**src/rtl/fifo_sync_param_pkg.sv**
```systemverilog
// fifo_pkg: shared definitions for the parametrised single-clock FIFO.
//   DefaultDataWidth / DefaultAddrWidth : default payload and pointer widths
//   fifo_mode_e                         : read-mode encoding for the FWFT parameter
//   fifo_cfg_ok()                       : legality check for width/threshold parameters
package fifo_pkg;

   localparam int unsigned DefaultDataWidth = 16;
   localparam int unsigned DefaultAddrWidth = 4;

   typedef enum logic {
      FIFO_STD  = 1'b0,
      FIFO_FWFT = 1'b1
   } fifo_mode_e;

   // True when the pointer width and both thresholds describe a usable FIFO.
   function automatic bit fifo_cfg_ok(input int addr_width, input int afull_thresh,
                                      input int aempty_thresh);
      int depth;
      if (addr_width < 1 || addr_width > 30) return 1'b0;
      depth = 1 << addr_width;
      return (afull_thresh >= 1) && (afull_thresh <= depth) &&
             (aempty_thresh >= 0) && (aempty_thresh <= depth - 1);
   endfunction

endpackage

```
**src/rtl/fifo_sync_param_if.sv**
```systemverilog
// fifo_sync_param_if: producer/consumer handshake bundle for fifo_sync_param.
//   master modport : user side (drives wr_en, wr_data, rd_en[, err_clr])
//   slave modport  : FIFO side (drives full, almost_full, rd_data, rd_valid, empty,
//                    almost_empty, count[, overflow, underflow])
// Optional macro FIFO_ERR_FLAGS_EN adds err_clr, overflow and underflow.
interface fifo_sync_param_if #(
   parameter int unsigned DATA_WIDTH = fifo_pkg::DefaultDataWidth,
   parameter int unsigned ADDR_WIDTH = fifo_pkg::DefaultAddrWidth
);
   logic                  wr_en;
   logic [DATA_WIDTH-1:0] wr_data;
   logic                  full;
   logic                  almost_full;
   logic                  rd_en;
   logic [DATA_WIDTH-1:0] rd_data;
   logic                  rd_valid;
   logic                  empty;
   logic                  almost_empty;
   logic [ADDR_WIDTH:0]   count;
`ifdef FIFO_ERR_FLAGS_EN
   logic                  err_clr;
   logic                  overflow;
   logic                  underflow;
`endif

   modport master (
      output wr_en, wr_data, rd_en,
`ifdef FIFO_ERR_FLAGS_EN
      output err_clr,
      input  overflow, underflow,
`endif
      input  full, almost_full, rd_data, rd_valid, empty, almost_empty, count
   );

   modport slave (
      input  wr_en, wr_data, rd_en,
`ifdef FIFO_ERR_FLAGS_EN
      input  err_clr,
      output overflow, underflow,
`endif
      output full, almost_full, rd_data, rd_valid, empty, almost_empty, count
   );
endinterface

```
**src/rtl/fifo_ram_sdp.sv**
```systemverilog
// fifo_ram_sdp: simple dual-port storage array, synchronous write, asynchronous read.
//   clk   : write clock
//   we    : write enable; waddr/wdata : write address and data
//   raddr : read address; rdata : combinational read data
// Contents are never reset.
module fifo_ram_sdp #(
   parameter int unsigned DATA_WIDTH = 16,
   parameter int unsigned ADDR_WIDTH = 4
) (
   input  logic                  clk,
   input  logic                  we,
   input  logic [ADDR_WIDTH-1:0] waddr,
   input  logic [DATA_WIDTH-1:0] wdata,
   input  logic [ADDR_WIDTH-1:0] raddr,
   output logic [DATA_WIDTH-1:0] rdata
);
   localparam int unsigned Depth = 1 << ADDR_WIDTH;

   logic [DATA_WIDTH-1:0] mem [Depth];

   always_ff @(posedge clk) begin
      if (we) mem[waddr] <= wdata;
   end

   assign rdata = mem[raddr];
endmodule

```
**src/rtl/fifo_sync_param.sv**
```systemverilog
// fifo_sync_param: parametrised single-clock FIFO with show-ahead or registered read.
//   clk, rst_n : rising-edge clock, asynchronous active-low reset
//   bus        : fifo_sync_param_if.slave (write/read handshakes, flags, count)
// FWFT=1 presents the head word combinationally; FWFT=0 registers it on each pop.
// Optional macro FIFO_ERR_FLAGS_EN adds sticky overflow/underflow flags with err_clr.
module fifo_sync_param
   import fifo_pkg::*;
#(
   parameter int unsigned DATA_WIDTH    = DefaultDataWidth,
   parameter int unsigned ADDR_WIDTH    = DefaultAddrWidth,
   parameter int unsigned AFULL_THRESH  = 12,
   parameter int          AEMPTY_THRESH = 2,
   parameter int unsigned FWFT          = 1
) (
   input logic             clk,
   input logic             rst_n,
   fifo_sync_param_if.slave bus
);
   localparam fifo_mode_e Mode = (FWFT != 0) ? FIFO_FWFT : FIFO_STD;
   localparam logic [ADDR_WIDTH:0] DepthCnt  = {1'b1, {ADDR_WIDTH{1'b0}}};
   localparam logic [ADDR_WIDTH:0] AfullCnt  = (ADDR_WIDTH + 1)'(AFULL_THRESH);
   localparam logic [ADDR_WIDTH:0] AemptyCnt = (ADDR_WIDTH + 1)'(AEMPTY_THRESH);

   if (!fifo_cfg_ok(int'(ADDR_WIDTH), int'(AFULL_THRESH), AEMPTY_THRESH)) begin : g_cfg_err
      $fatal(1, "fifo_sync_param: illegal ADDR_WIDTH/AFULL_THRESH/AEMPTY_THRESH");
   end

   logic [ADDR_WIDTH-1:0] wr_ptr_q, wr_ptr_d;
   logic [ADDR_WIDTH-1:0] rd_ptr_q, rd_ptr_d;
   logic [ADDR_WIDTH:0]   count_q, count_d;
   logic                  full, empty, push, pop;
   logic [DATA_WIDTH-1:0] ram_rdata;

   // Flags decode straight from the registered count.
   assign full  = (count_q == DepthCnt);
   assign empty = (count_q == '0);
   assign pop   = bus.rd_en && !empty;
   // A write into a full FIFO is accepted when a read frees a slot at the same edge.
   assign push  = bus.wr_en && (!full || pop);

   always_comb begin
      count_d  = count_q;
      wr_ptr_d = wr_ptr_q;
      rd_ptr_d = rd_ptr_q;
      if (push) wr_ptr_d = wr_ptr_q + ADDR_WIDTH'(1);
      if (pop)  rd_ptr_d = rd_ptr_q + ADDR_WIDTH'(1);
      unique case ({push, pop})
         2'b10:   count_d = count_q + (ADDR_WIDTH + 1)'(1);
         2'b01:   count_d = count_q - (ADDR_WIDTH + 1)'(1);
         default: count_d = count_q;
      endcase
   end

   always_ff @(posedge clk or negedge rst_n) begin
      if (!rst_n) begin
         wr_ptr_q <= '0;
         rd_ptr_q <= '0;
         count_q  <= '0;
      end else begin
         wr_ptr_q <= wr_ptr_d;
         rd_ptr_q <= rd_ptr_d;
         count_q  <= count_d;
      end
   end

   fifo_ram_sdp #(
      .DATA_WIDTH(DATA_WIDTH),
      .ADDR_WIDTH(ADDR_WIDTH)
   ) u_ram (
      .clk  (clk),
      .we   (push),
      .waddr(wr_ptr_q),
      .wdata(bus.wr_data),
      .raddr(rd_ptr_q),
      .rdata(ram_rdata)
   );

   assign bus.full         = full;
   assign bus.empty        = empty;
   assign bus.almost_full  = (count_q >= AfullCnt);
   assign bus.almost_empty = (count_q <= AemptyCnt);
   assign bus.count        = count_q;

   if (Mode == FIFO_FWFT) begin : g_fwft
      // Masked while empty so stale memory never shows and reset reads back zero.
      assign bus.rd_data  = empty ? '0 : ram_rdata;
      assign bus.rd_valid = !empty;
   end else begin : g_std
      logic [DATA_WIDTH-1:0] rd_data_q;
      logic                  rd_valid_q;

      always_ff @(posedge clk or negedge rst_n) begin
         if (!rst_n) begin
            rd_data_q  <= '0;
            rd_valid_q <= 1'b0;
         end else begin
            rd_valid_q <= pop;
            if (pop) rd_data_q <= ram_rdata;
         end
      end

      assign bus.rd_data  = rd_data_q;
      assign bus.rd_valid = rd_valid_q;
   end

`ifdef FIFO_ERR_FLAGS_EN
   logic overflow_q, underflow_q;

   // Setting has priority over err_clr in the same cycle.
   always_ff @(posedge clk or negedge rst_n) begin
      if (!rst_n) begin
         overflow_q  <= 1'b0;
         underflow_q <= 1'b0;
      end else begin
         if (bus.wr_en && full && !pop) overflow_q <= 1'b1;
         else if (bus.err_clr)          overflow_q <= 1'b0;
         if (bus.rd_en && empty)        underflow_q <= 1'b1;
         else if (bus.err_clr)          underflow_q <= 1'b0;
      end
   end

   assign bus.overflow  = overflow_q;
   assign bus.underflow = underflow_q;
`endif
endmodule

```
**src/flat_wrapper.sv**
```systemverilog
// flat-port wrapper written by rule: the top's interface ports become plain ports
module fifo_sync_param_flat import fifo_pkg::*;
#(
   parameter int unsigned DATA_WIDTH    = DefaultDataWidth,
   parameter int unsigned ADDR_WIDTH    = DefaultAddrWidth,
   parameter int unsigned AFULL_THRESH  = 12,
   parameter int          AEMPTY_THRESH = 2,
   parameter int unsigned FWFT          = 1
)
  (clk, rst_n, bus_wr_en, bus_wr_data, bus_rd_en, bus_full, bus_almost_full, bus_rd_data, bus_rd_valid, bus_empty, bus_almost_empty, bus_count);
  fifo_sync_param_if #(.DATA_WIDTH(DATA_WIDTH), .ADDR_WIDTH(ADDR_WIDTH)) bus_i ();
  input logic clk;
  input logic rst_n;
  input wire logic [$bits(bus_i.wr_en)-1:0] bus_wr_en;
  input wire logic [$bits(bus_i.wr_data)-1:0] bus_wr_data;
  input wire logic [$bits(bus_i.rd_en)-1:0] bus_rd_en;
  output wire logic [$bits(bus_i.full)-1:0] bus_full;
  output wire logic [$bits(bus_i.almost_full)-1:0] bus_almost_full;
  output wire logic [$bits(bus_i.rd_data)-1:0] bus_rd_data;
  output wire logic [$bits(bus_i.rd_valid)-1:0] bus_rd_valid;
  output wire logic [$bits(bus_i.empty)-1:0] bus_empty;
  output wire logic [$bits(bus_i.almost_empty)-1:0] bus_almost_empty;
  output wire logic [$bits(bus_i.count)-1:0] bus_count;
  assign bus_i.wr_en = bus_wr_en;
  assign bus_i.wr_data = bus_wr_data;
  assign bus_i.rd_en = bus_rd_en;
  assign bus_full = bus_i.full;
  assign bus_almost_full = bus_i.almost_full;
  assign bus_rd_data = bus_i.rd_data;
  assign bus_rd_valid = bus_i.rd_valid;
  assign bus_empty = bus_i.empty;
  assign bus_almost_empty = bus_i.almost_empty;
  assign bus_count = bus_i.count;
  fifo_sync_param #(.DATA_WIDTH(DATA_WIDTH), .ADDR_WIDTH(ADDR_WIDTH), .AFULL_THRESH(AFULL_THRESH), .AEMPTY_THRESH(AEMPTY_THRESH), .FWFT(FWFT)) u_core (.clk(clk), .rst_n(rst_n), .bus(bus_i));
endmodule
```
**config.mk**
```make
export PLATFORM = sky130hd
export DESIGN_NAME = fifo_sync_param_flat
export DESIGN_NICKNAME = d
export VERILOG_FILES = /design/src/rtl/fifo_sync_param_pkg.sv /design/src/rtl/fifo_sync_param_if.sv /design/src/rtl/fifo_ram_sdp.sv /design/src/rtl/fifo_sync_param.sv /design/src/flat_wrapper.sv
export SDC_FILE = /design/constraint.sdc
export NUM_CORES = 1
export LEC_CHECK = 0
export ABC_AREA = 1
export CAP_MARGIN = 20
export CORE_UTILIZATION = 50
export CTS_CLUSTER_DIAMETER = 150
export DETAILED_ROUTE_END_ITERATION = 8
export PLACE_DENSITY = 0.66
export SLEW_MARGIN = 5
export SYNTH_ARGS = -nofsm -noshare
export SYNTH_HDL_FRONTEND = slang
export SYNTH_SLANG_ARGS = --single-unit
```
**constraint.sdc**
```tcl
create_clock -name clk -period 4.8 [get_ports clk]
set_input_delay 0.48 -clock clk [delete_from_list [all_inputs] [get_ports clk]]
set_output_delay 0.48 -clock clk [all_outputs]
set_load 0.03 [all_outputs]
```
==> summary.md <==
| Metric | Value |
|---|---|
| Outcome | `completed` |
| Final #Nets | `1052` |
| Total setup buffers inserted after CTS | `0` |
| Top cells by count, synth | `nand2_1, edfxtp_1, nand3_1` |
| Rows | `54` |
| Crit share post-route | `89.4%` |
| Initial core utilization | `51.2%` |
| Reg clk slew, reported paths | `60 ps` |
| CTS tree | `yes` |
| Synth Area in XOR/XNOR | `0.781%` |
| Clock Sinks | `269` |
| Layout Cells excl Fill | `1324` |
| Startpoint types | `flip-flop` |
| H-Tree Depth | `1` |
| Post-synth EDFFs | `256` |
| RSZ-0062 raised after global routing | `false` |
| Top Metal Used | `met4` |
| Vias | `7296` |
| DRC Markers | `0` |
| Full die area | `0.0230 mm2` |
| Gr ovfl total | `0` |
| Leak | `4.75 nW` |
| Post-Syn Area | `0.0112 mm2` |
| Clk_skew | `16.8 ps` |
| Initial antenna violation count | `0` |
| Final Wtd Congestion | `0.788` |
| First-pass GRT wire length | `39700 um` |
| Die W | `152 um` |
| Io pins | `46` |
| Dpl ws | `1090 ps` |
| Fillers | `1774` |
| Post-Syn Instances | `978` |
| Total track usage | `23.7%` |
| Vias/cell | `5.51` |
| Worst setup EP type | `primary output` |
| WL met2 | `12300 um` |
| Top cells by area, synth | `edfxtp_1, nand2_1, nand3_1` |
| Synth Area in Compound Gates | `1.16%` |
| Max-slew headroom | `33.6%` |
| Post-Synth Adder-Cell Area | `1.00%` |
| Met1 WL | `11300 um` |
| Synthesized area per cell | `11.5 um2` |
| Bufs on Longest Clock Path | `3` |
| First-iteration detailed-routing DRC count | `712` |
| R2R setup slack | `2130 ps` |
| Number of global-route vias before repair | `6713` |
| Maximum vdd drop | `0.000416 V` |
| CTS root buf | `clkbuf_16` |
| Fraction of the mapped netlist area in simple logic gates | `22.2%` |
| Seq/Total Area, Yosys | `71.5%` |
| Yosys cell types | `25` |
| Worst setup margin | `508 ps` |
| Tmin final | `4290 ps` |
| Max-Cap Viols | `0` |
| Synthesized net count | `1007` |
| Area delta synth->final | `14.8%` |
| PortBufs | `45` |
| CTS hold repair buffers | `0` |
| Largest net degree at the start of global routing | `95` |
| Placed Instances | `1273` |
| Cts bufs inserted | `28` |
| Highest Clock Rate | `233 MHz` |
| Fin util | `58.8%` |
| Setup Viol. Count Final | `0` |
| Number of diodes | `0` |
| Share of the synthesized area in the top cell type | `68.6%` |
| Req. time, crit path | `4320 ps` |
| Final HPWL DP | `14300 um` |
| Count leader, synth | `nand2_1` |
| Final WL | `26400 um` |
| Worst-skew pair later-pin latency | `540 ps` |
| Leading area contributor after synthesis | `edfxtp_1` |
| #FFs+latches synth | `269` |
| Slew @ Worst Pin | `995 ps` |
| Fraction of registers with async set/reset | `4.83%` |
| Post-route ant nets | `0` |
| Crit Path Max Fanout | `94` |
| Synth warn | `0` |
| Layout cells sized above 1 | `8.62%` |
| Final Hold Vio Count | `0` |
| CP arrival | `3810 ps` |
| Die Span Y | `152 um` |
| Mean routed wirelength per cell | `20.0 um` |
| Pre-antenna DRT Iters | `5` |
| Largest family of logic cells by synthesized area | `simple AND/OR/NAND/NOR gates` |
| Post-synth top flop | `edfxtp_1` |
| Post-CTS Resized | `0` |
| Core Footprint | `0.0219 mm2` |
| Power density over the cells | `647 mW/mm2` |
| CP Class | `flip-flop to primary output` |
| Mux cell area share after synthesis | `0%` |
| WL met3 | `2050 um` |
| Worst min path class | `input pin to async pin` |
| Final slew viol count | `0` |
| TNS Setup | `0 ps` |
[path summary, 6_finish.rpt]
path	cells past startpoint	endpoint	startpoint
min in group clk	2	u_core.bus.count[4]	u_core.bus.count[4]
max in group asynchronous	1	u_core.rd_ptr_q[0]	rst_n
worst min register to register	2	u_core.bus.count[4]	u_core.bus.count[4]
worst max register to register	14	u_core.bus.count[4]	u_core.bus.count[1]
worst min-delay path	1	u_core.wr_ptr_q[0]	rst_n
worst max-delay path	8	bus_rd_data[9]	u_core.rd_ptr_q[0]
[state kept, by name (all words and copies together) (netlist names)]
signal / flops
u_core.rd_ptr_q: 4
u_core.u_ram.mem: 256
u_core.bus.count: 5
u_core.wr_ptr_q: 4
[cells in the final DEF, fill, tap and decap left out, drive strengths merged]
master | Yosys | routed
dfrtp | 13 | 13
buf | 50 | 27
ha | 9 | 9
o21ai | 4 | 4
edfxtp | 256 | 256
xnor2 | 3 | 3
nand3 | 203 | 203
inv | 15 | 14
o21bai | 1 | 1
nor2 | 23 | 23
bufinv | 0 | 2
clkinvlp | 0 | 1
clkinv | 2 | 11
a21o | 1 | 1
nand2 | 365 | 365
clkbuf | 7 | 40
xor2 | 7 | 7
a21oi | 19 | 19
clkdlybuf4s50 | 0 | 45
[logic make-up (layout without fill, tap and decap cells)]
| kind of cell | after synthesis | in the layout |
|---|---|---|
| DFF | 269 | 269 |
| adders and majority gates | 9 | 9 |
| buffers and inverters | 74 | 140 |
| AOI/OAI and AO/OA | 25 | 25 |
| xor gates and xnor gates | 10 | 10 |
| and+or+nand+nor | 591 | 591 |
[report_power, final]
group          internal (W)  switching [W]  total (W)
sequential          0.00284       0.000151    0.00299
combinational       0.00106        0.00219    0.00324
clock               0.00125       0.000845    0.00210
[through the flow]
step	power [W]	hold WS, ps	cell area [um2]
after global routing	0.00877	404	12900
after detailed placement	0.00628	542	12000
after global placement	0.00625	535	12000
final	0.00833	362	12900
after floorplan	0.00518	184	11200
after CTS	0.00837	376	12900
[metal layers]
layer / vias to the layer above / GRT usage (%)
met5: - / 0
met3: 49 / 3.80
met1: 3486 / 33.7
met2: 288 / 37.3
li1: 3473 / -
met4: 0 / 8.07
[final cells by class]
| cell class | instances | area [um2] | share of cell area (%) |
|---|---|---|---|
| Sequential cell | 269 | 8020 | 62.3 |
| Multi-Input combinational cell | 635 | 2860 | 22.2 |
| Clock buffer | 40 | 797 | 6.19 |
| Timing Repair Buffer | 72 | 678 | 5.27 |
| Tap cell | 280 | 350 | 2.72 |
| Clock inverter | 11 | 103 | 0.797 |
| Inverter | 17 | 65.1 | 0.505 |
[critical path, stage by stage, from the launching register on]
cell and delay, ps:
dfrtp_4 700, buf_4 830, nand2_1 120, nand3_1 140, nand3_1 90, nand2_1 90, nand2_1 50, a21oi_1 380
clkdlybuf4s50_1 780
No activity file was read; power rests on OpenSTA's default activity.
